<file path="src/rtl/audio_frame_sequencer.sv">
// Per-sample scheduler: starts an SPI capture each frame, hands the word to the DSP, and parks
// the result in a one-word buffer that the I2S side drains. Overrun/timeout/underrun are counted.
module audio_frame_sequencer #(
    parameter int DATA_W         = 16,
    parameter int CLK_PER_SAMPLE = 256,
    parameter int DSP_TIMEOUT    = 64
) (
    input  logic              input_clk,
    input  logic              reset,
    input  logic              enable,
    output logic              cap_start,
    input  logic              cap_valid,
    input  logic [DATA_W-1:0] cap_data,
    output logic              dsp_start,
    output logic [DATA_W-1:0] dsp_data,
    input  logic              dsp_done,
    input  logic [DATA_W-1:0] dsp_result,
    input  logic              tx_ready,
    output logic              tx_load,
    output logic [DATA_W-1:0] tx_data,
    output logic              frame_tick,
    output logic [1:0]        state,
    output logic [7:0]        overrun_cnt,
    output logic [7:0]        timeout_cnt,
    output logic [7:0]        underrun_cnt
);

    localparam int FC_W = (CLK_PER_SAMPLE > 1) ? $clog2(CLK_PER_SAMPLE) : 1;
    localparam int TO_W = $clog2(DSP_TIMEOUT) + 1;

    typedef enum logic [1:0] {
        S_IDLE    = 2'd0,
        S_CAPTURE = 2'd1,
        S_PROCESS = 2'd2,
        S_HOLD    = 2'd3
    } state_t;

    state_t            r_state;
    state_t            w_state_nxt;
    logic [FC_W-1:0]   r_frame_cnt;
    logic [TO_W-1:0]   r_to_cnt;
    logic [DATA_W-1:0] r_dsp_data;
    logic [DATA_W-1:0] r_out_buf;
    logic [DATA_W-1:0] r_tx_data;
    logic              r_buf_valid;
    logic              r_cap_start;
    logic              r_frame_tick;
    logic              r_dsp_start;
    logic              r_tx_load;
    logic [7:0]        r_overrun_cnt;
    logic [7:0]        r_timeout_cnt;
    logic [7:0]        r_underrun_cnt;

    logic w_frame_start;
    logic w_active;
    logic w_accept_cap;
    logic w_accept_done;
    logic w_timeout;
    logic w_overrun;
    logic w_underrun;

    function automatic logic [7:0] sat_inc(input logic [7:0] v);
        return (v == 8'hFF) ? v : v + 8'd1;
    endfunction

    // A frame start preempts everything else in the FSM, so capture/done/timeout only act when absent.
    assign w_frame_start = enable && (r_frame_cnt == '0);
    assign w_active      = enable && !w_frame_start;
    assign w_accept_cap  = w_active && (r_state == S_CAPTURE) && cap_valid;
    assign w_accept_done = w_active && (r_state == S_PROCESS) && dsp_done;
    assign w_timeout     = w_active && (r_state == S_PROCESS) && !dsp_done
                           && (r_to_cnt == TO_W'(DSP_TIMEOUT - 1));
    assign w_overrun     = w_frame_start && ((r_state == S_CAPTURE) || (r_state == S_PROCESS));
    assign w_underrun    = enable && tx_ready && !w_accept_done && !r_buf_valid;

    always_comb begin
        w_state_nxt = r_state;
        if (!enable) begin
            w_state_nxt = S_IDLE;
        end else if (w_frame_start) begin
            w_state_nxt = S_CAPTURE;
        end else begin
            case (r_state)
                S_CAPTURE: if (w_accept_cap) w_state_nxt = S_PROCESS;
                S_PROCESS: if (w_accept_done || w_timeout) w_state_nxt = S_HOLD;
                default:   w_state_nxt = r_state;
            endcase
        end
    end

    always_ff @(posedge input_clk or negedge reset) begin
        if (!reset) begin
            r_state     <= S_IDLE;
            r_frame_cnt <= '0;
            r_to_cnt    <= '0;
        end else begin
            r_state <= w_state_nxt;
            if (!enable || (r_frame_cnt == FC_W'(CLK_PER_SAMPLE - 1)))
                r_frame_cnt <= '0;
            else
                r_frame_cnt <= r_frame_cnt + 1'b1;
            if (w_accept_cap)
                r_to_cnt <= '0;
            else if (r_state == S_PROCESS)
                r_to_cnt <= r_to_cnt + 1'b1;
        end
    end

    always_ff @(posedge input_clk or negedge reset) begin
        if (!reset) begin
            r_cap_start    <= 1'b0;
            r_frame_tick   <= 1'b0;
            r_dsp_start    <= 1'b0;
            r_dsp_data     <= '0;
            r_tx_load      <= 1'b0;
            r_tx_data      <= '0;
            r_out_buf      <= '0;
            r_buf_valid    <= 1'b0;
            r_overrun_cnt  <= '0;
            r_timeout_cnt  <= '0;
            r_underrun_cnt <= '0;
        end else begin
            r_cap_start  <= w_frame_start;
            r_frame_tick <= w_frame_start;
            r_dsp_start  <= w_accept_cap;
            r_tx_load    <= tx_ready;
            if (w_accept_cap)
                r_dsp_data <= cap_data;
            // A result arriving with tx_ready bypasses the buffer; otherwise the newest result wins.
            if (tx_ready) begin
                if (w_accept_done)
                    r_tx_data <= dsp_result;
                else if (r_buf_valid)
                    r_tx_data <= r_out_buf;
                r_buf_valid <= 1'b0;
            end else if (w_accept_done) begin
                r_out_buf   <= dsp_result;
                r_buf_valid <= 1'b1;
            end
            if (w_overrun)
                r_overrun_cnt <= sat_inc(r_overrun_cnt);
            if (w_timeout)
                r_timeout_cnt <= sat_inc(r_timeout_cnt);
            if (w_underrun)
                r_underrun_cnt <= sat_inc(r_underrun_cnt);
        end
    end

    assign cap_start    = r_cap_start;
    assign frame_tick   = r_frame_tick;
    assign dsp_start    = r_dsp_start;
    assign dsp_data     = r_dsp_data;
    assign tx_load      = r_tx_load;
    assign tx_data      = r_tx_data;
    assign state        = r_state;
    assign overrun_cnt  = r_overrun_cnt;
    assign timeout_cnt  = r_timeout_cnt;
    assign underrun_cnt = r_underrun_cnt;

endmodule
</file>
<file path="config.mk">
export PLATFORM = sky130hd
export DESIGN_NAME = audio_frame_sequencer
export DESIGN_NICKNAME = d
export VERILOG_FILES = /design/src/rtl/audio_frame_sequencer.sv
export SDC_FILE = /design/constraint.sdc
export NUM_CORES = 1
export LEC_CHECK = 0
export CAP_MARGIN = 20
export CORE_ASPECT_RATIO = 0.75
export CORE_UTILIZATION = 30
export CTS_BUF_LIST = sky130_fd_sc_hd__clkbuf_2 sky130_fd_sc_hd__clkbuf_4 sky130_fd_sc_hd__clkbuf_8
export DETAILED_ROUTE_END_ITERATION = 12
export HOLD_SLACK_MARGIN = 0.08
export PLACE_DENSITY = 0.6
export SYNTH_ARGS = -nofsm -noshare
export SYNTH_HDL_FRONTEND = slang
export SYNTH_SLANG_ARGS = --single-unit
</file>
<file path="constraint.sdc">
create_clock -name input_clk -period 2.48 [get_ports input_clk]
set_input_delay 0.62 -clock input_clk [delete_from_list [all_inputs] [get_ports input_clk]]
set_output_delay 0.62 -clock input_clk [all_outputs]
set_load 0.005 [all_outputs]
</file>
Yosys cells after proc, flatten, opt, wreduce, memory -nomap -nowiden
Cells that the tools add are included.
- $add $sub $neg: 5
- reduce and logical (&&, ||, !) cells: 30
- bitwise operators: 4
- multiplexer cells: 12
- equal/unequal tests: 10
- operators with widths (kind ; number):
    8-bit by 1-bit adder with 8-bit output (second input constant) ; 4
    8-bit == test (second input constant) ; 4
    16-bit two-way mux ; 2
    7-bit two-way mux ; 2
    1-bit logical AND ; 12
    2-bit AND reduction ; 5
    8-bit logical NOT ; 1
    2-bit two-way mux ; 4
    8-bit two-way mux ; 1
    7-bit by 1-bit adder with 7-bit output (second input constant) ; 1
    7-bit by 6-bit == test with 1-bit output (second input constant) ; 1
    2-bit nonzero test ; 3
    1-bit logical NOT ; 5
    4-bit by 1-bit inequality test with 1-bit output (second input constant) ; 1
    4-bit by 3-bit inequality test with 1-bit output (second input constant) ; 1
    4-bit inequality test (second input constant) ; 1
    1-bit inverter ; 4
    2-bit case mux with 2 select lines ; 1
    1-bit logical OR ; 3
    3-bit AND reduction ; 1
    2-bit by 1-bit == test with 1-bit output (second input constant) ; 1
    2-bit == test (second input constant) ; 1
    1-bit two-way mux ; 2
- bits in registers: 93
- input bits: 38

Longest topological paths before layout
- depth after elaboration: 12
- gate-level depth with buffers: 8
- gate-level depth less buffers: 6

Least setup slack after synthesis
No wires, ideal clock.
- kind: input port to flip-flop
- start point: in r_frame_cnt[0]
- end point: reg r_out_buf[10]
- setup slack: 471 ps
- stages on the path: 8
- data required time: 2355 ps
- arrival: 1885 ps
- path buffers: 1
- path through: dfrtp_1 > inv_1 > ha_1 > nor4b_4 > and2_4 > nor4b_4 > buf_4 > mux2_2
- longest elaborated chain between the ends: 7
- ends and longest elaborated chain (element ; line ; source):
    from (decl) ; 40 ; logic [FC_W-1:0] r_frame_cnt;
    8-bit logical NOT ; 67 ; assign w_frame_start = enable && (r_frame_cnt == '0);
    1-bit logical AND ; 67 ;
    1-bit logical NOT ; 68 ; assign w_active = enable && !w_frame_start;
    1-bit logical AND ; 68 ;
    1-bit logical AND (2 in series) ; 70 ; assign w_accept_done = w_active && (r_state == S_PROCESS) && dsp_done;
    2-bit AND reduction (no source line) ; n/a ;
    to (signal assigned) ; 137 ; r_out_buf <= dsp_result;
    to (decl) ; 43 ; logic [DATA_W-1:0] r_out_buf;
Every way passes these cells.
A chain may end at the register's enable or synchronous reset.

Worst setup path after layout
- start point: in r_frame_cnt[0]
- end point: reg r_underrun_cnt[3], in the netlist underrun_cnt[3]
- longest elaborated chain between the ends: 10
- ends and longest elaborated chain (element ; line ; source):
    8-bit logical NOT ; 67 ;
    1-bit logical AND ; 67 ;
    1-bit logical NOT ; 68 ;
    1-bit logical AND ; 68 ;
    1-bit logical AND (2 in series) ; 70 ;
    1-bit logical NOT ; 74 ; assign w_underrun = enable && tx_ready && !w_accept_done && !r_buf_valid;
    1-bit logical AND (2 in series) ; 74 ;
    2-bit AND reduction (no source line) ; n/a ;
    to (signal assigned) ; 145 ; r_underrun_cnt <= sat_inc(r_underrun_cnt);
    to (decl) ; 52 ; logic [7:0] r_underrun_cnt;
Every way passes these cells.

==> metrics <==
Rows=37; mapped cell area=4300 um^2; arrival time worst endpoint=2.40 ns; First-pass DRT Iterations=4; clock sink count=93; Seq/Total Area, Yosys=54.1%; Final WS setup=0.374 ns; Fin. Hold Viols=0; GRT Overall Usage=13.9%; Yosys cell types=43; Synth async-reset ratio=100%; postcts setup bufs=0; CTS clk-pin slew, worst paths=0.09 ns; FILL cells=1312; GPL Wtd Cong=0.777; crit path kind=reg -> reg; most common cell after layout, fill and taps aside=clkdlybuf4s50_1; MaxCap Viol Count=0; core area=13800 um^2; Syn Nets=386; Num CTS Buffers=9; HPWL after DPL=6.65 mm; total power draw=4.81 mW; largest net degree at the start of global routing=51; post-synthesis register bit count=93; mean post-synth cell area=12.6 um^2; clock skew=0.00742 ns; antenna cells=0; Critical Path RT=2.77 ns; final wirelength=9.49 mm; Rel. slew slack=56.1%; CTS tree=done; Clk Latency, worst-skew pair=0.36 ns; Syn Inst Count=340; die area=14800 um^2; vias in the first global route=3210; Post-synth EDFFs=0; post-synthesis compound-gate area fraction=5.50%; CP endpoint kind=register; synthesis-to-finish area growth=33.9%; pre-CTS WS=0.0673 ns; DR vias=2971; Initial Utilization=31.0%; VDD IR-drop max=0.377 mV; Hold-fix buffers, CTS=0; top_reg_cell synth=dfrtp_1; setup TNS=0 ns; Max Clock Freq=475 MHz; antenna-violating nets left=0; Hold WC Path Type=in -> async; Simple-Gate Fraction of Synth Area=14.2%; CP Max Fanout=7; die height=106 um; largest family of logic cells by synthesized area=simple AND/OR/NAND/NOR gates; mux cell area share after synthesis=14.2%; most frequent cells in the layout=clkdlybuf4s50_1, dfrtp_1, mux2_2, xor2_1, nor2_1; post-synthesis adder-cell area fraction=2.33%; routed vias/inst=4.70; period utilisation layout=84.9%; Avg WL per Cell=15.0 um; CTS resizes=0; # setup viols final=0; Layout Cells excl Fill=632; clock period minus worst slack=2.11 ns; outcome=complete, no violations; PD cells=837 nW/um^2; LEAKAGE=2.50 nW; first-pass GRT wire length=16.3 mm; initial antenna violation count=0; fraction of layout cells with a size suffix above 1=16.8%; grt ovf=0; CP startpoint kind=register; fin nets=498; Tightest Pin Transition=0.659 ns; warnings from Yosys=0; drt initial violations=99; placed insts=616; # H-tree levels=3; CTS Buffer Depth=2; RSZ-0062 raised after global routing=no; fin. max-slew vios=0; Synth Area in XOR/XNOR=6.72%; Port Buffers=99; IO Count=100; DRC viols=0; clock root buffer=clkbuf_8; Die X=140 um
-- path summary, 6_finish.rpt --
path | startpoint | end | slack (ns) | cells after the start
setup / recovery | r_frame_cnt[0] | underrun_cnt[3] | 0.37 | 7
hold / removal | reset | timeout_cnt[6] | 0.28 | 1
setup reg to reg | r_frame_cnt[0] | underrun_cnt[3] | 0.37 | 7
hold reg to reg | underrun_cnt[5] | underrun_cnt[5] | 0.49 | 1
max in group asynchronous | reset | underrun_cnt[6] | 1.57 | 2
min in group input_clk | underrun_cnt[5] | underrun_cnt[5] | 0.49 | 1
-- flip-flops by register name, indices dropped and copies added (netlist names) --
name	flops
dsp_data	16
r_out_buf	16
tx_data	16
overrun_cnt	8
r_frame_cnt	8
timeout_cnt	8
underrun_cnt	8
r_to_cnt	7
state	2
dsp_start	1
frame_tick	1
r_buf_valid	1
tx_load	1
-- cells in the mapped netlist (all sizes together) (8+ instances only) --
| master | number | area, um^2 |
|---|---|---|
| xor2 | 21 | 184 |
| buf | 11 | 90.1 |
| nor2 | 20 | 75.1 |
| nand2b | 17 | 106 |
| xnor2 | 12 | 105 |
| nand2 | 14 | 55.1 |
| mux2 | 35 | 439 |
| dfrtp | 93 | 2330 |
| mux2i | 17 | 170 |
| nand3 | 13 | 65.1 |
| ha | 8 | 100 |
| nand4 | 9 | 56.3 |
| a2bb2oi | 16 | 140 |
-- per-stage QoR --
| step | utilization, % | hold WS [ns] | area (um^2) |
|---|---|---|---|
| detailed placement | 40.1 | 0.481 | 5550 |
| finish | 41.6 | 0.282 | 5750 |
| CTS | 41.6 | 0.299 | 5750 |
| global placement | 40.1 | 0.480 | 5550 |
| global route | 41.6 | 0.325 | 5750 |
| floorplan | - | 0.324 | 4300 |
-- per-layer routing --
metal  track usage, %  up-vias  part of all wire [%]
li1                 -     1417                     -
met1             19.0     1483                    50
met2             21.3       58                    45
met3             3.77       13                   3.6
met4             4.08        0                   1.2
met5                0        -                     0
-- cell type report --
cell class                      instances  area [um^2]  share of cell area (%)
Inverter                                7         26.3                   0.457
Timing Repair Buffer                  114         1130                    19.6
Tap cell                              175          219                    3.81
Clock inverter                          2         15.0                   0.261
Sequential cell                        93         2330                    40.4
Multi-Input combinational cell        227         1850                    32.2
Clock buffer                           14          186                    3.24
-- cells by family after synthesis --
group / after synthesis
DFF: 93
buffers and inverters: 20
and+or+nand+nor: 106
muxes: 52
AOI/OAI and AO/OA: 28
xor gates and xnor gates: 33
adders and majority gates: 8
-- power breakdown --
group          internal [mW]  switching (mW)
Clock                  0.487           0.534
Combinational           1.05           0.468
Sequential              1.95           0.334
Total                   3.48            1.34
-- worst max-delay path, stage by stage (launching register included) --
cell	delay (ns)
dfrtp_1	0.43
inv_1	0.07
ha_1	0.16
nor4b_4	0.44
a21oi_4	0.17
buf_4	0.20
nor4b_1	0.39
xor2_1	0.18
(Power assumes the default switching activity.)
